### config.mk
export PLATFORM = sky130hd
export DESIGN_NAME = tcb_cmn_gpio_flat
export DESIGN_NICKNAME = d
export VERILOG_FILES = /design/src/rtl/tcb_cmn_gpio_pkg.sv /design/src/rtl/tcb_pkg.sv /design/src/rtl/tcb_if.sv /design/src/rtl/tcb_gpio_cdc.sv /design/src/rtl/tcb_cmn_gpio.sv /design/src/flat_wrapper.sv
export SDC_FILE = /design/constraint.sdc
export NUM_CORES = 1
export LEC_CHECK = 0
export CAP_MARGIN = 15
export CORE_ASPECT_RATIO = 0.9
export CORE_UTILIZATION = 49
export DETAILED_ROUTE_END_ITERATION = 12
export PLACE_DENSITY = 0.84
export SYNTH_ARGS = -nofsm -noshare
export SYNTH_HDL_FRONTEND = slang
export SYNTH_SLANG_ARGS = --single-unit
### constraint.sdc
create_clock -name clk -period 12.4 [get_ports clk]
set_input_delay 3.72 -clock clk [delete_from_list [all_inputs] [get_ports clk]]
set_output_delay 3.72 -clock clk [all_outputs]
set_load 0.05 [all_outputs]
### src/rtl/tcb_cmn_gpio_pkg.sv
// GPIO register map selector and byte-lane helper shared by the GPIO peripherals.
package tcb_cmn_gpio_pkg;

  typedef enum logic [1:0] {
    REG_OUT = 2'd0,
    REG_ENA = 2'd1,
    REG_INP = 2'd2,
    REG_NON = 2'd3
  } gpio_reg_e;

  // Expands a 4-bit byte-enable vector into a 32-bit write mask.
  function automatic logic [31:0] byte_mask(input logic [3:0] byt);
    logic [31:0] m;
    m = '0;
    for (int unsigned i = 0; i < 4; i++) begin
      m[i*8 +: 8] = {8{byt[i]}};
    end
    return m;
  endfunction

endpackage

### src/rtl/tcb_pkg.sv
// Shared TCB bus types: physical bus parameters and the default response status.
package tcb_pkg;

  typedef struct packed {
    int unsigned ABW;
    int unsigned DBW;
    int unsigned DLY;
  } tcb_par_phy_t;

  typedef struct packed {
    logic err;
  } tcb_rsp_sts_def_t;

  localparam tcb_par_phy_t TCB_PAR_PHY_DEF = '{ABW: 32, DBW: 32, DLY: 1};

endpackage

### src/rtl/tcb_if.sv
// TCB bus interface: one request/response channel with byte enables and status.
interface tcb_if #(
  parameter int unsigned ABW = 32,
  parameter int unsigned DBW = 32,
  parameter int unsigned DLY = 1
)(
  input logic clk,
  input logic rst
);
  logic                        vld;
  logic                        wen;
  logic [ABW-1:0]              adr;
  logic [DBW/8-1:0]            byt;
  logic [DBW-1:0]              wdt;
  logic                        rdy;
  logic [DBW-1:0]              rdt;
  tcb_pkg::tcb_rsp_sts_def_t   sts;

  modport manager (
    input  clk, rst,
    output vld, wen, adr, byt, wdt,
    input  rdy, rdt, sts
  );

  modport subordinate (
    input  clk, rst,
    input  vld, wen, adr, byt, wdt,
    output rdy, rdt, sts
  );
endinterface

### src/rtl/tcb_gpio_cdc.sv
// Input synchronizer for GPIO pins: CFG_CDC flop stages, or a plain wire when zero.
module tcb_gpio_cdc #(
  parameter int unsigned CFG_CDC = 2,
  parameter int unsigned GW      = 32,
  parameter string       CHIP    = ""
)(
  input  logic          clk,
  input  logic          rst,
  input  logic [GW-1:0] gpio_i,
  output logic [GW-1:0] gpio_s
);
  // Every target uses the generic flop chain.
  localparam bit unused_chip = (CHIP != "");

  if (CFG_CDC == 0) begin : gen_bypass
    logic unused_clk;
    assign unused_clk = clk ^ rst;
    assign gpio_s = gpio_i;
  end else begin : gen_sync
    logic [GW-1:0] sync_q [CFG_CDC];
    logic [GW-1:0] sync_d [CFG_CDC];

    always_comb begin
      sync_d[0] = gpio_i;
      for (int unsigned i = 1; i < CFG_CDC; i++) begin
        sync_d[i] = sync_q[i-1];
      end
    end

    always_ff @(posedge clk or posedge rst) begin
      if (rst) begin
        for (int unsigned i = 0; i < CFG_CDC; i++) begin
          sync_q[i] <= '0;
        end
      end else begin
        sync_q <= sync_d;
      end
    end

    assign gpio_s = sync_q[CFG_CDC-1];
  end
endmodule

### src/rtl/tcb_cmn_gpio.sv
// GPIO peripheral on a TCB subordinate port: OUT/ENA registers, synchronized INP, 1-cycle read data.
module tcb_cmn_gpio
  import tcb_pkg::*;
  import tcb_cmn_gpio_pkg::*;
#(
  parameter int unsigned GW      = 32,
  parameter int unsigned CFG_CDC = 2,
  parameter bit          CFG_MIN = 1'b0,
  parameter string       CHIP    = ""
)(
  tcb_if.subordinate    tcb,
  output logic [GW-1:0] gpio_o,
  output logic [GW-1:0] gpio_e,
  input  logic [GW-1:0] gpio_i
);
  localparam tcb_par_phy_t PHY = TCB_PAR_PHY_DEF;
  localparam int unsigned  DBW = PHY.DBW;

  localparam logic [3:0] OFS_OUT = 4'h0;
  localparam logic [3:0] OFS_ENA = 4'h4;
  localparam logic [3:0] OFS_INP = 4'h8;

  logic [GW-1:0]  out_q, out_d;
  logic [GW-1:0]  ena_q, ena_d;
  logic [DBW-1:0] rdt_q, rdt_d;
  logic [GW-1:0]  inp;
  logic [DBW-1:0] wmask;
  logic [3:0]     adr_ofs;
  gpio_reg_e      sel;
  logic           trn;
  logic           unused_adr;

  tcb_gpio_cdc #(
    .CFG_CDC (CFG_CDC),
    .GW      (GW),
    .CHIP    (CHIP)
  ) u_cdc (
    .clk    (tcb.clk),
    .rst    (tcb.rst),
    .gpio_i (gpio_i),
    .gpio_s (inp)
  );

  // Only adr[3:2] is decoded; every other address bit aliases.
  assign unused_adr = ^{tcb.adr[PHY.ABW-1:4], tcb.adr[1:0]};
  assign adr_ofs    = {tcb.adr[3:2], 2'b00};
  assign trn        = tcb.vld & tcb.rdy;

  always_comb begin
    if (adr_ofs == OFS_OUT)      sel = REG_OUT;
    else if (adr_ofs == OFS_ENA) sel = REG_ENA;
    else if (adr_ofs == OFS_INP) sel = REG_INP;
    else                         sel = REG_NON;
  end

  always_comb begin
    out_d = out_q;
    ena_d = ena_q;
    rdt_d = rdt_q;
    wmask = CFG_MIN ? '1 : byte_mask(tcb.byt);
    if (trn) begin
      if (tcb.wen) begin
        case (sel)
          REG_OUT: out_d = (out_q & ~wmask[GW-1:0]) | (tcb.wdt[GW-1:0] & wmask[GW-1:0]);
          REG_ENA: ena_d = (ena_q & ~wmask[GW-1:0]) | (tcb.wdt[GW-1:0] & wmask[GW-1:0]);
          default: ;
        endcase
      end else begin
        rdt_d = '0;
        case (sel)
          REG_OUT: if (!CFG_MIN) rdt_d[GW-1:0] = out_q;
          REG_ENA: if (!CFG_MIN) rdt_d[GW-1:0] = ena_q;
          REG_INP: rdt_d[GW-1:0] = inp;
          default: ;
        endcase
      end
    end
  end

  always_ff @(posedge tcb.clk or posedge tcb.rst) begin
    if (tcb.rst) begin
      out_q <= '0;
      ena_q <= '0;
      rdt_q <= '0;
    end else begin
      out_q <= out_d;
      ena_q <= ena_d;
      rdt_q <= rdt_d;
    end
  end

  assign tcb.rdy = 1'b1;
  assign tcb.rdt = rdt_q;
  assign tcb.sts = '0;
  assign gpio_o  = out_q;
  assign gpio_e  = ena_q;
endmodule

### src/flat_wrapper.sv
// flat-port wrapper written by rule: the top's interface ports become plain ports
module tcb_cmn_gpio_flat import tcb_pkg::*; import tcb_cmn_gpio_pkg::*;
#(
  parameter int unsigned GW      = 32,
  parameter int unsigned CFG_CDC = 2,
  parameter bit          CFG_MIN = 1'b0,
  parameter string       CHIP    = ""
)
  (gpio_o, gpio_e, gpio_i, clk, rst, tcb_vld, tcb_wen, tcb_adr, tcb_byt, tcb_wdt, tcb_rdy, tcb_rdt, tcb_sts);
  tcb_if #(.ABW(32), .DBW(32), .DLY(1)) tcb_i (.clk(clk), .rst(rst));
  output logic [GW-1:0] gpio_o;
  output logic [GW-1:0] gpio_e;
  input  logic [GW-1:0] gpio_i;
  input wire logic clk;
  input wire logic rst;
  input wire logic [$bits(tcb_i.vld)-1:0] tcb_vld;
  input wire logic [$bits(tcb_i.wen)-1:0] tcb_wen;
  input wire logic [$bits(tcb_i.adr)-1:0] tcb_adr;
  input wire logic [$bits(tcb_i.byt)-1:0] tcb_byt;
  input wire logic [$bits(tcb_i.wdt)-1:0] tcb_wdt;
  output wire logic [$bits(tcb_i.rdy)-1:0] tcb_rdy;
  output wire logic [$bits(tcb_i.rdt)-1:0] tcb_rdt;
  output wire logic [$bits(tcb_i.sts)-1:0] tcb_sts;
  assign tcb_i.vld = tcb_vld;
  assign tcb_i.wen = tcb_wen;
  assign tcb_i.adr = tcb_adr;
  assign tcb_i.byt = tcb_byt;
  assign tcb_i.wdt = tcb_wdt;
  assign tcb_rdy = tcb_i.rdy;
  assign tcb_rdt = tcb_i.rdt;
  assign tcb_sts = tcb_i.sts;
  tcb_cmn_gpio #(.GW(GW), .CFG_CDC(CFG_CDC), .CFG_MIN(CFG_MIN), .CHIP(CHIP)) u_core (.tcb(tcb_i), .gpio_o(gpio_o), .gpio_e(gpio_e), .gpio_i(gpio_i));
endmodule
## Word-level counts from Yosys, hierarchy flattened

Cells that the tools add are included.
W data, S select, Z words.

| cells by class | value |
|---|---|
| muxes and demuxes | 4 |
| multipliers | 0 |
| shift-type cells | 0 |
| magnitude comparators | 0 |
| eq/ne operators | 4 |
| reductions and logical operators | 5 |
| bitwise logic cells | 7 |
| div/mod/pow operators | 0 |
| $add $sub $neg | 0 |

Operator list:

| kind | number |
|---|---|
| $and A32 B32 Y32 | 3 |
| $pmux W32 S3 | 1 |
| $or A32 B32 Y32 | 2 |
| $not A32 Y32 | 1 |
| $reduce_and A3 Y1 | 2 |
| $eq A2 B1 Y1 const B | 2 |
| $eq A2 B2 Y1 const B | 2 |
| $logic_not A4 Y1 | 1 |
| $mux W2 | 2 |
| $logic_not A2 Y1 | 1 |
| $reduce_and A2 Y1 | 1 |
| $mux W1 | 1 |
| $not A1 Y1 | 1 |

| word-level totals | value |
|---|---|
| bits of input ports | 104 |
| memories | 0 |
| bits in read-only memories | 0 |
| output and inout bits | 98 |
| RAM bits | 0 |
| logic and storage cells | 25 |
| register bits after elaboration | 160 |
| latch bits | 0 |

## Logic depth before layout (Yosys ltp)

Gate-level depths: netlist of run 1.

| depth | value |
|---|---|
| depth in word-level cells | 6 |
| depth in mapped cells | 6 |
| depth with buffers taken out | 3 |

## Hierarchy

From an unflattened synthesis of run 1, not the netlist that was laid out.

| second synthesis, totals | value |
|---|---|
| cells, all modules | 427 |
| area total of the unflattened synthesis | 6104.6 µm² |

Modules (own cells, without submodules):

| module | cells an instance | times used | area each (µm²) | seq. area each (µm²) |
|---|---|---|---|---|
| tcb_cmn_gpio | 362 | 1 | 4499.3 | 2402.3 |
| tcb_gpio_cdc | 65 | 1 | 1605.3 | 1601.5 |

## Least setup slack after synthesis of run 1

Ideal clock, no wire load.

| timing path | value |
|---|---|
| path type | input -> register |
| from | in tcb_adr[3] |
| to | reg with a tool-made name |
| arrival time | 4.626 ns |
| data required time | 12.275 ns |
| setup slack | 7.649 ns |
| path buffers | 1 |
| setup time | 0.125 ns |
| cell stages on the path | 4 |
| path through | nand2b_1 -> buf_2 -> nor2_2 -> mux2_2 |

RTL lines:

| what | line | RTL |
|---|---|---|
| start, declared | flat_wrapper.sv:18 | `input wire logic [$bits(tcb_i.adr)-1:0] tcb_adr;` |

==> summary.md, run 1 <==
| Metric | Value |
|---|---|
| Worst-Margin Slew | `1.14 ns` |
| CP Launch Point | `tcb_adr[2]` |
| Fmax achieved | `0.182 GHz` |
| Vias/cell | `5.15` |
| GRT overflow | `0` |
| Starting Density | `51.4%` |
| Hpwl dp | `8940 um` |
| Placer Congestion | `0.783` |
| Post-route DRC | `0` |
| Warnings, synthesis | `0` |
| CTS tree | `yes` |
| Final instance area | `8350 um2` |
| Switch Pwr | `0.000575 W` |
| First-pass GRT wire length | `22100 um` |
| Placeable Area | `11700 um2` |
| Final setup vio count | `0` |
| Clk pwr share | `31.4%` |
| Critical path arrival | `5.81 ns` |
| Post-DR wirelength/cell | `18.1 um` |
| Critical path, cell by cell | `buf_2 -> buf_4 -> nand2b_1 -> nor2_2 -> mux2_2` |
| Sinks on Clock Net | `160` |
| Max-Cap Viols | `0` |
| Post-synth EDFFs | `0` |
| Fin Clk Skew | `0.00626 ns` |
| Pint | `0.00112 W` |
| Post-DP Area | `7740 um2` |
| Reg2Reg Depth | `3` |
| Final Max Tran Viols | `0` |
| Clock transition at path regs | `0.06 ns` |
| DRT antenna net count | `0` |
| Hold WC Path Type | `flop to flop` |
| Combinational share of power | `30.2%` |
| CP Max Fanout | `38` |
| RSZ-0062 raised after global routing | `no` |
| Synth Area per Inst | `14.1 um2` |
| Hold-fix buffers, CTS | `0` |
| Die footprint | `12700 um2` |
| Post-synth ARST share | `100%` |
| Nets | `696` |
| Leakage power | `3.54 nW` |
| Buffers on Ports | `169` |
| CTS Buf Count | `17` |
| Slew headroom | `24.2%` |
| Worst EP required | `12.71 ns` |
| Post-synth cell types | `23` |
| Share of layout cells above drive strength 1 | `18.3%` |
| Worst-Skew Late Latency | `0.42 ns` |
| Crit path largest cell delay | `0.62 ns` |
| CTS resizes | `0` |
| Vias post-DR | `3920` |
| R2R Path End | `u_core.tcb.rdt[0]$_DFFE_PP0P_` |
| Prevailing post-synth register cell | `dfrtp_1` |
| Reg power frac | `38.4%` |
| CP endpoint kind | `flop` |
| GRT Overall Usage | `23.4%` |
| CTS H-tree lvls | `4` |
| Hold violation total from the final report | `0` |
| Largest net degree at the start of global routing | `107` |
| Length of the first detailed-routing pass in iterations | `4` |
| PwrDens | `203 nW/um2` |
| Switching share of power | `34.0%` |
| Mapped Area | `6000 um2` |
| Critical path type | `primary input to flop` |
| Number of global-route vias before repair | `4237` |
| Post-Syn Nets | `528` |
| Seq/Total Area, Yosys | `66.8%` |
| Maximum VDD drop | `146 uV` |
| Setup crit start kind | `primary input` |
| Routed wire length | `13800 um` |
| Flop2flop setup slack | `11.34 ns` |
| DR iter-0 viols | `165` |
| Final min period | `5.50 ns` |
| Seq cells post-synth | `160` |
| Post CTS Setup Buffer Count | `0` |
| Layout overhead on the synthesized area | `39.2%` |
| Syn Inst Count | `424` |
| Root Buffer | `clkbuf_16` |
| Initial antenna violation count | `0` |
| Die Wd | `119 um` |
| FP Rows | `37` |
| Longest Clk Path Bufs | `2` |
| DIE HEIGHT | `107 um` |
| Slowest cell on the critical path | `buf_4` |
| Setup TNS | `0 ns` |
| Final period util | `44.4%` |
| IO Pins | `202` |
| ANT cells | `0` |
| Outcome | `completed` |
==> metrics by stage <==
step | std cells | hold WS [ns] | util [%] | power (W) | setup WS [ns]
global placement | 729 | 0.332 | 66.3 | 0.00116 | 6.47
finish | 761 | 0.340 | 71.5 | 0.00169 | 6.90
CTS | 761 | 0.345 | 71.5 | 0.00170 | 6.88
floorplan | 424 | 0.331 | - | 0.000980 | 4.36
global route | 761 | 0.355 | 71.5 | 0.00175 | 6.83
detailed placement | 729 | 0.336 | 66.3 | 0.00117 | 6.43
==> area by class of cell <==
cell class,instances,area (um2)
sequential,160,4000
fill,790,3320
multi-input combinational,241,1830
timing repair buffer,171,1700
clock buffer,22,474
tap,156,195
clock inverter,10,134
inverter,1,8.76
==> power groups by stage <==
stage                     Sequential [W]  Combinational, W  Clock [W]
after floorplan                 0.000874          0.000106          0
after global placement          0.000651          0.000505          0
after detailed placement        0.000657          0.000513          0
after CTS                       0.000649          0.000516   0.000539
after global routing            0.000659          0.000534   0.000561
final                           0.000649          0.000512   0.000531
==> cell usage after synthesis, types with 2 or more instances <==
cell | instances | area [um2]
a31oi_1 | 32 | 200
buf_12 | 3 | 60.1
buf_2 | 5 | 25.0
buf_4 | 5 | 37.5
clkbuf_1 | 8 | 30.0
conb_1 | 2 | 7.51
dfrtp_1 | 160 | 4000
mux2_2 | 64 | 721
mux2i_1 | 32 | 320
nand2_1 | 32 | 120
nand3_1 | 4 | 20.0
nor2_1 | 32 | 120
nor2_2 | 3 | 18.8
nor3_4 | 4 | 65.1
or2_0 | 9 | 56.3
or2_1 | 21 | 131
or2_2 | 2 | 12.5
==> placed cells by master (no fill, tap or decap) <==
| cell type | synthesis | layout |
|---|---|---|
| nor2_1 | 32 | 32 |
| nor2_2 | 3 | 3 |
| clkbuf_1 | 8 | 2 |
| clkinvlp_4 | 0 | 2 |
| nand3_1 | 4 | 4 |
| nor2_4 | 1 | 1 |
| nor2b_4 | 0 | 1 |
| conb_1 | 2 | 2 |
| nand2_1 | 32 | 32 |
| a31oi_1 | 32 | 32 |
| clkinv_2 | 0 | 4 |
| clkbuf_16 | 0 | 17 |
| mux2_2 | 64 | 64 |
| or2_2 | 2 | 2 |
| buf_2 | 5 | 2 |
| clkdlybuf4s50_1 | 0 | 167 |
| nand2b_1 | 1 | 1 |
| dfrtp_1 | 160 | 160 |
| bufinv_16 | 0 | 3 |
| or2_0 | 9 | 9 |
| buf_4 | 5 | 2 |
| mux2i_1 | 32 | 32 |
| or2_1 | 21 | 21 |
| and2b_2 | 1 | 1 |
| clkbuf_8 | 0 | 3 |
| nor3_4 | 4 | 4 |
| clkinv_4 | 0 | 1 |
| inv_6 | 0 | 1 |
==> logic make-up after synthesis <==
kind of cell           Yosys count  synth area share [%]
buffers and inverters           23                  2.80
and+or+nand+nor                111                  9.62
other                            2                 0.125
muxes                           96                  17.4
DFF                            160                  66.8
AOI/OAI and AO/OA               32                  3.34
==> worst min-delay path by stage <==
stage / start / end / slack (ns) / cells past startpoint
6_report: u_core.u_cdc.gen_sync.sync_d[20]$_DFF_PP0_ / u_core.u_cdc.gpio_s[20]$_DFF_PP0_ / 0.34 / 0
3_3_place_gp: u_core.u_cdc.gen_sync.sync_d[30]$_DFF_PP0_ / u_core.u_cdc.gpio_s[30]$_DFF_PP0_ / 0.33 / 0
2_1_floorplan: u_core.u_cdc.gen_sync.sync_d[0]$_DFF_PP0_ / u_core.u_cdc.gpio_s[0]$_DFF_PP0_ / 0.33 / 0
5_1_grt: u_core.u_cdc.gen_sync.sync_d[4]$_DFF_PP0_ / u_core.u_cdc.gpio_s[4]$_DFF_PP0_ / 0.36 / 0
4_1_cts: u_core.u_cdc.gen_sync.sync_d[17]$_DFF_PP0_ / u_core.u_cdc.gpio_s[17]$_DFF_PP0_ / 0.34 / 0
3_5_place_dp: u_core.u_cdc.gen_sync.sync_d[8]$_DFF_PP0_ / u_core.u_cdc.gpio_s[8]$_DFF_PP0_ / 0.34 / 0
==> metal layers <==
layer	track usage (%)	share of wire, %	vias up
met2	37.5	49	149
met4	9.49	1.9	0
met3	8.40	7.2	22
met1	29.1	42	1966
met5	0	0	-
li1	-	-	1783
==> critical path, delay by kind of cell <==
| kind | cells | cell delay (ns) |
|---|---|---|
| and+or+nand+nor | 2 | 0.96 |
| muxes | 1 | 0.41 |
| buffers and inverters | 2 | 0.70 |
No activity file was read; power rests on OpenSTA's default activity.
==> run 2, diff against run 1 <==
--- a/config.mk
+++ b/config.mk
@@ -7,9 +7,9 @@
 export LEC_CHECK = 0
 export CAP_MARGIN = 15
 export CORE_ASPECT_RATIO = 0.9
-export CORE_UTILIZATION = 49
+export CORE_UTILIZATION = 45
 export DETAILED_ROUTE_END_ITERATION = 12
-export PLACE_DENSITY = 0.84
+export PLACE_DENSITY = 0.78
 export SYNTH_ARGS = -nofsm -noshare
 export SYNTH_HDL_FRONTEND = slang
 export SYNTH_SLANG_ARGS = --single-unit
==> constraint.sdc (replaced) <==
create_clock -name clk -period 5.7 [get_ports clk]
set_input_delay 1.71 -clock clk [delete_from_list [all_inputs] [get_ports clk]]
set_output_delay 1.71 -clock clk [all_outputs]
set_load 0.05 [all_outputs]
==> summary.md, run 2 (synthesized netlist as in run 1, its figures left out) <==
| Metric | Value |
|---|---|
| Outcome | `completed (unchanged)` |
| Number of global-route vias before repair | `4078 (was 4237)` |
| Final Core Density | `65.2% (was 71.5%)` |
| DIE HEIGHT | `112 um (was 107 um)` |
| Post CTS Setup Buffer Count | `0 (unchanged)` |
| Leakage power | `3.55 nW (was 3.54 nW)` |
| Final setup vio count | `0 (unchanged)` |
| Root Buffer | `clkbuf_16 (unchanged)` |
| CP Max Fanout | `24 (was 38)` |
| DR iter-0 viols | `173 (was 165)` |
| Placeable Area | `12800 um2 (was 11700 um2)` |
| Worst-Skew Late Latency | `0.42 ns (about the same)` |
| Fin Clk Skew | `0.00614 ns (was 0.00626 ns)` |
| Max-Cap Viols | `0 (unchanged)` |
| GRT Overall Usage | `21.2% (was 23.4%)` |
| ANT cells | `0 (unchanged)` |
| First-pass GRT wire length | `21400 um (was 22100 um)` |
| Layout overhead on the synthesized area | `39.5% (was 39.2%)` |
| Placer Congestion | `0.726 (was 0.783)` |
| Clock transition at path regs | `0.06 ns (about the same)` |
| Hold WC Path Type | `flop to flop (unchanged)` |
| Post-route DRC | `0 (unchanged)` |
| CTS resizes | `0 (unchanged)` |
| Nets | `698 (was 696)` |
| Final period util | `59.8%` |
| Flop2flop setup slack | `4.69 ns (was 11.34 ns)` |
| Length of the first detailed-routing pass in iterations | `4 (unchanged)` |
| CTS Buf Count | `17 (unchanged)` |
| Post-DR wirelength/cell | `17.8 um (was 18.1 um)` |
| RSZ-0062 raised after global routing | `no (unchanged)` |
| CP endpoint kind | `flop (unchanged)` |
| Hpwl dp | `8770 um (was 8940 um)` |
| Setup crit start kind | `primary input (unchanged)` |
| Setup TNS | `0 ns (unchanged)` |
| Buffers on Ports | `169 (unchanged)` |
| DRT antenna net count | `0 (unchanged)` |
| Routed wire length | `13700 um (was 13800 um)` |
| Reg area | `4000 um2 (unchanged)` |
| Maximum VDD drop | `295 uV (was 146 uV)` |
| CTS tree | `yes (unchanged)` |
| Worst-Margin Slew | `0.900 ns (was 1.14 ns)` |
| DP Worst Slack | `1.81 ns (was 6.43 ns)` |
| CTS H-tree lvls | `4 (unchanged)` |
| Die Wd | `124 um (was 119 um)` |
| Hold violation total from the final report | `0 (unchanged)` |
| Final min period | `3.41 ns` |
| Sinks on Clock Net | `160 (unchanged)` |
| IO Pins | `202 (unchanged)` |
| Critical path arrival | `3.71 ns (was 5.81 ns)` |
| Fill count | `956 (was 790)` |
| GRT overflow | `0 (unchanged)` |
| Share of layout cells above drive strength 1 | `18.6% (was 18.3%)` |
| Fin worst setup slack | `2.29 ns (was 6.90 ns)` |
| Fmax achieved | `0.293 GHz` |
| Pwr Total | `0.00361 W (was 0.00169 W)` |
| Vias/cell | `5.02 (was 5.15)` |
| Final Max Tran Viols | `0 (unchanged)` |
| Critical path type | `primary input to flop (unchanged)` |
| Largest net degree at the start of global routing | `161 (was 107)` |
| Final instance area | `8370 um2 (was 8350 um2)` |
| Slew headroom | `39.9% (was 24.2%)` |
| Initial antenna violation count | `0 (unchanged)` |
| Starting Density | `46.7% (was 51.4%)` |
| Die footprint | `13800 um2 (was 12700 um2)` |
| Longest Clk Path Bufs | `2 (unchanged)` |
| Area of the multi-input gates | `1830 um2 (unchanged)` |
| Worst EP required | `6.00 ns (was 12.71 ns)` |
| Post-DP Area | `7770 um2 (was 7740 um2)` |
| Hold-fix buffers, CTS | `0 (unchanged)` |
| Most common cell after layout, fill and taps aside | `clkdlybuf4s50_1 (unchanged)` |
| Commonest non-fill, non-tap cells in the layout | `clkdlybuf4s50_1, dfrtp_1, mux2_2 (unchanged)` |
| PwrDens | `431 nW/um2 (was 203 nW/um2)` |
| FP Rows | `39 (was 37)` |
| Vias post-DR | `3868 (was 3920)` |
run 2: cell types whose count changed in the layout (fill, tap and decap cells not counted):
cell and change:
clkbuf_1 -1, clkbuf_8 -1, buf_12 +1, clkinv_2 +2, bufinv_16 -1, inv_6 -1, buf_16 +1, clkinv_4 +1
run 2: metal layers:
layer / up-vias / wire length (um) / track usage, %
li1: 1787 / - / -
met1: 1933 / 5740 / 26.8
met2: 133 / 6680 / 33.6
met3: 15 / 1080 / 7.38
met4: 0 / 185 / 7.23
met5: - / 0 / 0
run 2: stage by stage:
step	cells	hold slack [ns]
floorplan	424	0.331
global placement	738	0.332
detailed placement	738	0.335
CTS	769	0.348
global route	770	0.354
finish	770	0.346
run 2: final cells by class:
class | count | share of cell area, %
sequential | 160 | 47.9
multi-input combinational | 241 | 21.9
timing repair buffer | 173 | 20.8
clock buffer | 20 | 5.46
clock inverter | 11 | 1.38
inverter | 1 | 0.0897
tap | 164 | 2.45
run 2: report_power, final:
part	switching (W)	total, W	internal (W)
logic	0.000697	0.00111	0.000413
registers	0.000111	0.00141	0.00130
clock network	0.000428	0.00109	0.000661
run 2: final timing paths:
kind	from	to	cells after the start
max	tcb_adr[2]	flop	4
min	u_core.u_cdc.gen_sync.sync_d[28]$_DFF_PP0_	u_core.u_cdc.gpio_s[28]$_DFF_PP0_	0
max in group asynchronous	rst	u_core.u_cdc.gpio_s[21]$_DFF_PP0_	3
min in group asynchronous	rst	u_core.u_cdc.gen_sync.sync_d[0]$_DFF_PP0_	3
max reg2reg	flop	u_core.tcb.rdt[0]$_DFFE_PP0P_	3
min reg2reg	u_core.u_cdc.gen_sync.sync_d[28]$_DFF_PP0_	u_core.u_cdc.gpio_s[28]$_DFF_PP0_	0
run 2: worst max-delay path, cell delays in order:
cell and delay, ns:
buf_2 0.67, nand2b_1 0.37, nor2_2 0.54, mux2_2 0.41
==> run 3, diff against run 2 <==
--- a/config.mk
+++ b/config.mk
@@ -7,9 +7,9 @@
 export LEC_CHECK = 0
 export CAP_MARGIN = 15
 export CORE_ASPECT_RATIO = 0.9
-export CORE_UTILIZATION = 45
+export CORE_UTILIZATION = 41
 export DETAILED_ROUTE_END_ITERATION = 12
-export PLACE_DENSITY = 0.78
+export PLACE_DENSITY = 0.75
 export SYNTH_ARGS = -nofsm -noshare
 export SYNTH_HDL_FRONTEND = slang
 export SYNTH_SLANG_ARGS = --single-unit
==> constraint.sdc (replaced) <==
create_clock -name clk -period 3 [get_ports clk]
set_input_delay 0.9 -clock clk [delete_from_list [all_inputs] [get_ports clk]]
set_output_delay 0.9 -clock clk [all_outputs]
set_load 0.05 [all_outputs]
==> summary.md, run 3 (synthesized netlist as in run 1, its figures left out) <==
| Metric | Value |
|---|---|
| Initial antenna violation count | `1 (was 0)` |
| CP Max Fanout | `3 (was 24)` |
| Largest net degree at the start of global routing | `58 (was 161)` |
| Critical path arrival | `1.65 ns (was 3.71 ns)` |
| GRT overflow | `0 (unchanged)` |
| Longest Clk Path Bufs | `2 (unchanged)` |
| Placeable Area | `14200 um2 (was 12800 um2)` |
| Layout overhead on the synthesized area | `42.2% (was 39.5%)` |
| IO Pins | `202 (unchanged)` |
| CP endpoint kind | `output port (was flop)` |
| ANT cells | `0 (unchanged)` |
| Placer Congestion | `0.740 (was 0.726)` |
| CTS H-tree lvls | `4 (unchanged)` |
| Final period util | `84.9%` |
| FP Rows | `41 (was 39)` |
| Hold violation total from the final report | `0 (unchanged)` |
| Post-route DRC | `0 (unchanged)` |
| Hpwl dp | `9330 um (was 8770 um)` |
| Number of global-route vias before repair | `4099 (was 4078)` |
| Nets | `710 (was 698)` |
| Leakage power | `3.62 nW (was 3.55 nW)` |
| Critical path type | `flop to output port (was primary input to flop)` |
| Buffers on Ports | `169 (unchanged)` |
| Fmax achieved | `0.392 GHz` |
| Worst-Skew Late Latency | `0.41 ns (was 0.42 ns)` |
| Die Wd | `129 um (was 124 um)` |
| Maximum VDD drop | `486 uV (was 295 uV)` |
| Outcome | `completed (unchanged)` |
| Worst-Margin Slew | `0.843 ns (was 0.900 ns)` |
| GRT Overall Usage | `19.7% (was 21.2%)` |
| Vias post-DR | `3896 (was 3868)` |
| First-pass GRT wire length | `21800 um (was 21400 um)` |
| Final Max Tran Viols | `0 (unchanged)` |
| Fin Clk Skew | `0.00518 ns (was 0.00614 ns)` |
| Most common cell after layout, fill and taps aside | `clkdlybuf4s50_1 (unchanged)` |
| Post CTS Setup Buffer Count | `0 (unchanged)` |
| CTS tree | `yes (unchanged)` |
| Worst EP required | `2.10 ns (was 6.00 ns)` |
| Fill count | `1119 (was 956)` |
| Crit path largest cell delay | `0.86 ns (was 0.67 ns)` |
| Routed wire length | `13700 um (about the same)` |
| DIE HEIGHT | `117 um (was 112 um)` |
| Length of the first detailed-routing pass in iterations | `5 (was 4)` |
| Setup TNS | `0 ns (unchanged)` |
| CTS resizes | `0 (unchanged)` |
| RSZ-0062 raised after global routing | `no (unchanged)` |
| Share of layout cells above drive strength 1 | `19.4% (was 18.6%)` |
| Area of the multi-input gates | `1830 um2 (unchanged)` |
| Cell family with most CP delay | `buffers and inverters (was simple AND/OR/NAND/NOR gates)` |
| Reg2Reg Depth | `3 (unchanged)` |
| DR iter-0 viols | `178 (was 173)` |
| Hold-fix buffers, CTS | `0 (unchanged)` |
| Commonest non-fill, non-tap cells in the layout | `clkdlybuf4s50_1, dfrtp_1, mux2_2 (unchanged)` |
| Hold WS | `0.346 ns (about the same)` |
| PwrDens | `825 nW/um2 (was 431 nW/um2)` |
| Setup crit start kind | `flop (was primary input)` |
| Hold WC Path Type | `flop to flop (unchanged)` |
| Crit path buf inv count | `1 (unchanged)` |
| Final min period | `2.55 ns` |
| Starting Density | `42.4% (was 46.7%)` |
| Reg area | `4000 um2 (unchanged)` |
| Post-DR wirelength/cell | `16.8 um (was 17.8 um)` |
| Cell depth of the worst setup path | `1 (was 4)` |
| CTS Buf Count | `17 (unchanged)` |
| Root Buffer | `clkbuf_16 (unchanged)` |
| Final setup vio count | `0 (unchanged)` |
| Critical path, cell by cell | `clkdlybuf4s50_1 (was buf_2 -> nand2b_1 -> nor2_2 -> mux2_2)` |
| DRT antenna net count | `0 (unchanged)` |
| Slowest cell on the critical path | `clkdlybuf4s50_1 (was buf_2)` |
| Die footprint | `15100 um2 (was 13800 um2)` |
| Vias/cell | `4.80 (was 5.02)` |
| Sinks on Clock Net | `160 (unchanged)` |
| Clock transition at path regs | `0.06 ns (about the same)` |
| Slew headroom | `43.7% (was 39.9%)` |
| Max-Cap Viols | `0 (unchanged)` |
| Hold path cells | `0 (unchanged)` |
## run 3: cell count changes in the layout (fill, tap and decap cells not counted), sizes merged
cell      before  now
clkinv         8    1
bufinv         2    4
buf            6   18
clkinvlp       2    1
clkbuf        20   27
## run 3: area by class of cell
class / instances / share of cell area [%]
sequential: 160 / 46.9
multi-input combinational: 241 / 21.5
timing repair buffer: 185 / 21.4
clock buffer: 27 / 5.78
tap: 193 / 2.83
clock inverter: 5 / 1.47
inverter: 1 / 0.0880
## run 3: worst paths after layout
kind | startpoint | to | slack (ns)
worst max-delay path | flop | gpio_o[31] | 0.45
worst min-delay path | u_core.u_cdc.gen_sync.sync_d[15]$_DFF_PP0_ | u_core.u_cdc.gpio_s[15]$_DFF_PP0_ | 0.35
max in group asynchronous | rst | u_core.u_cdc.gpio_s[20]$_DFF_PP0_ | 1.46
min in group asynchronous | rst | asynchronous set/reset pin | 0.89
worst min register to register | u_core.u_cdc.gen_sync.sync_d[15]$_DFF_PP0_ | u_core.u_cdc.gpio_s[15]$_DFF_PP0_ | 0.35
worst max register to register | flop | u_core.tcb.rdt[0]$_DFFE_PP0P_ | 2.03
## run 3: power by group
group	total [W]	switching [W]	internal [W]
Sequential	0.00268	0.000213	0.00247
Combinational	0.00211	0.00132	0.000791
Clock	0.00224	0.000783	0.00146
Total	0.00704	0.00232	0.00472
## run 3: per-layer routing
layer | global-route usage, % | wire length [um] | vias to the layer above
li1 | - | - | 1804
met1 | 24.6 | 5920 | 1942
met2 | 31.6 | 6490 | 134
met3 | 7.74 | 1110 | 14
met4 | 6.82 | 133 | 2
met5 | 0 | 9 | -
## run 3: through the flow
step	util [%]	std cells	power, W	area, um2	setup WS (ns)
floorplan	-	424	0.00405	6000	0.0712
global placement	55.9	780	0.00480	7910	0.363
detailed placement	55.9	780	0.00484	7910	0.333
CTS	60.3	812	0.00710	8530	0.438
global route	60.3	812	0.00734	8530	0.384
finish	60.3	812	0.00704	8530	0.452
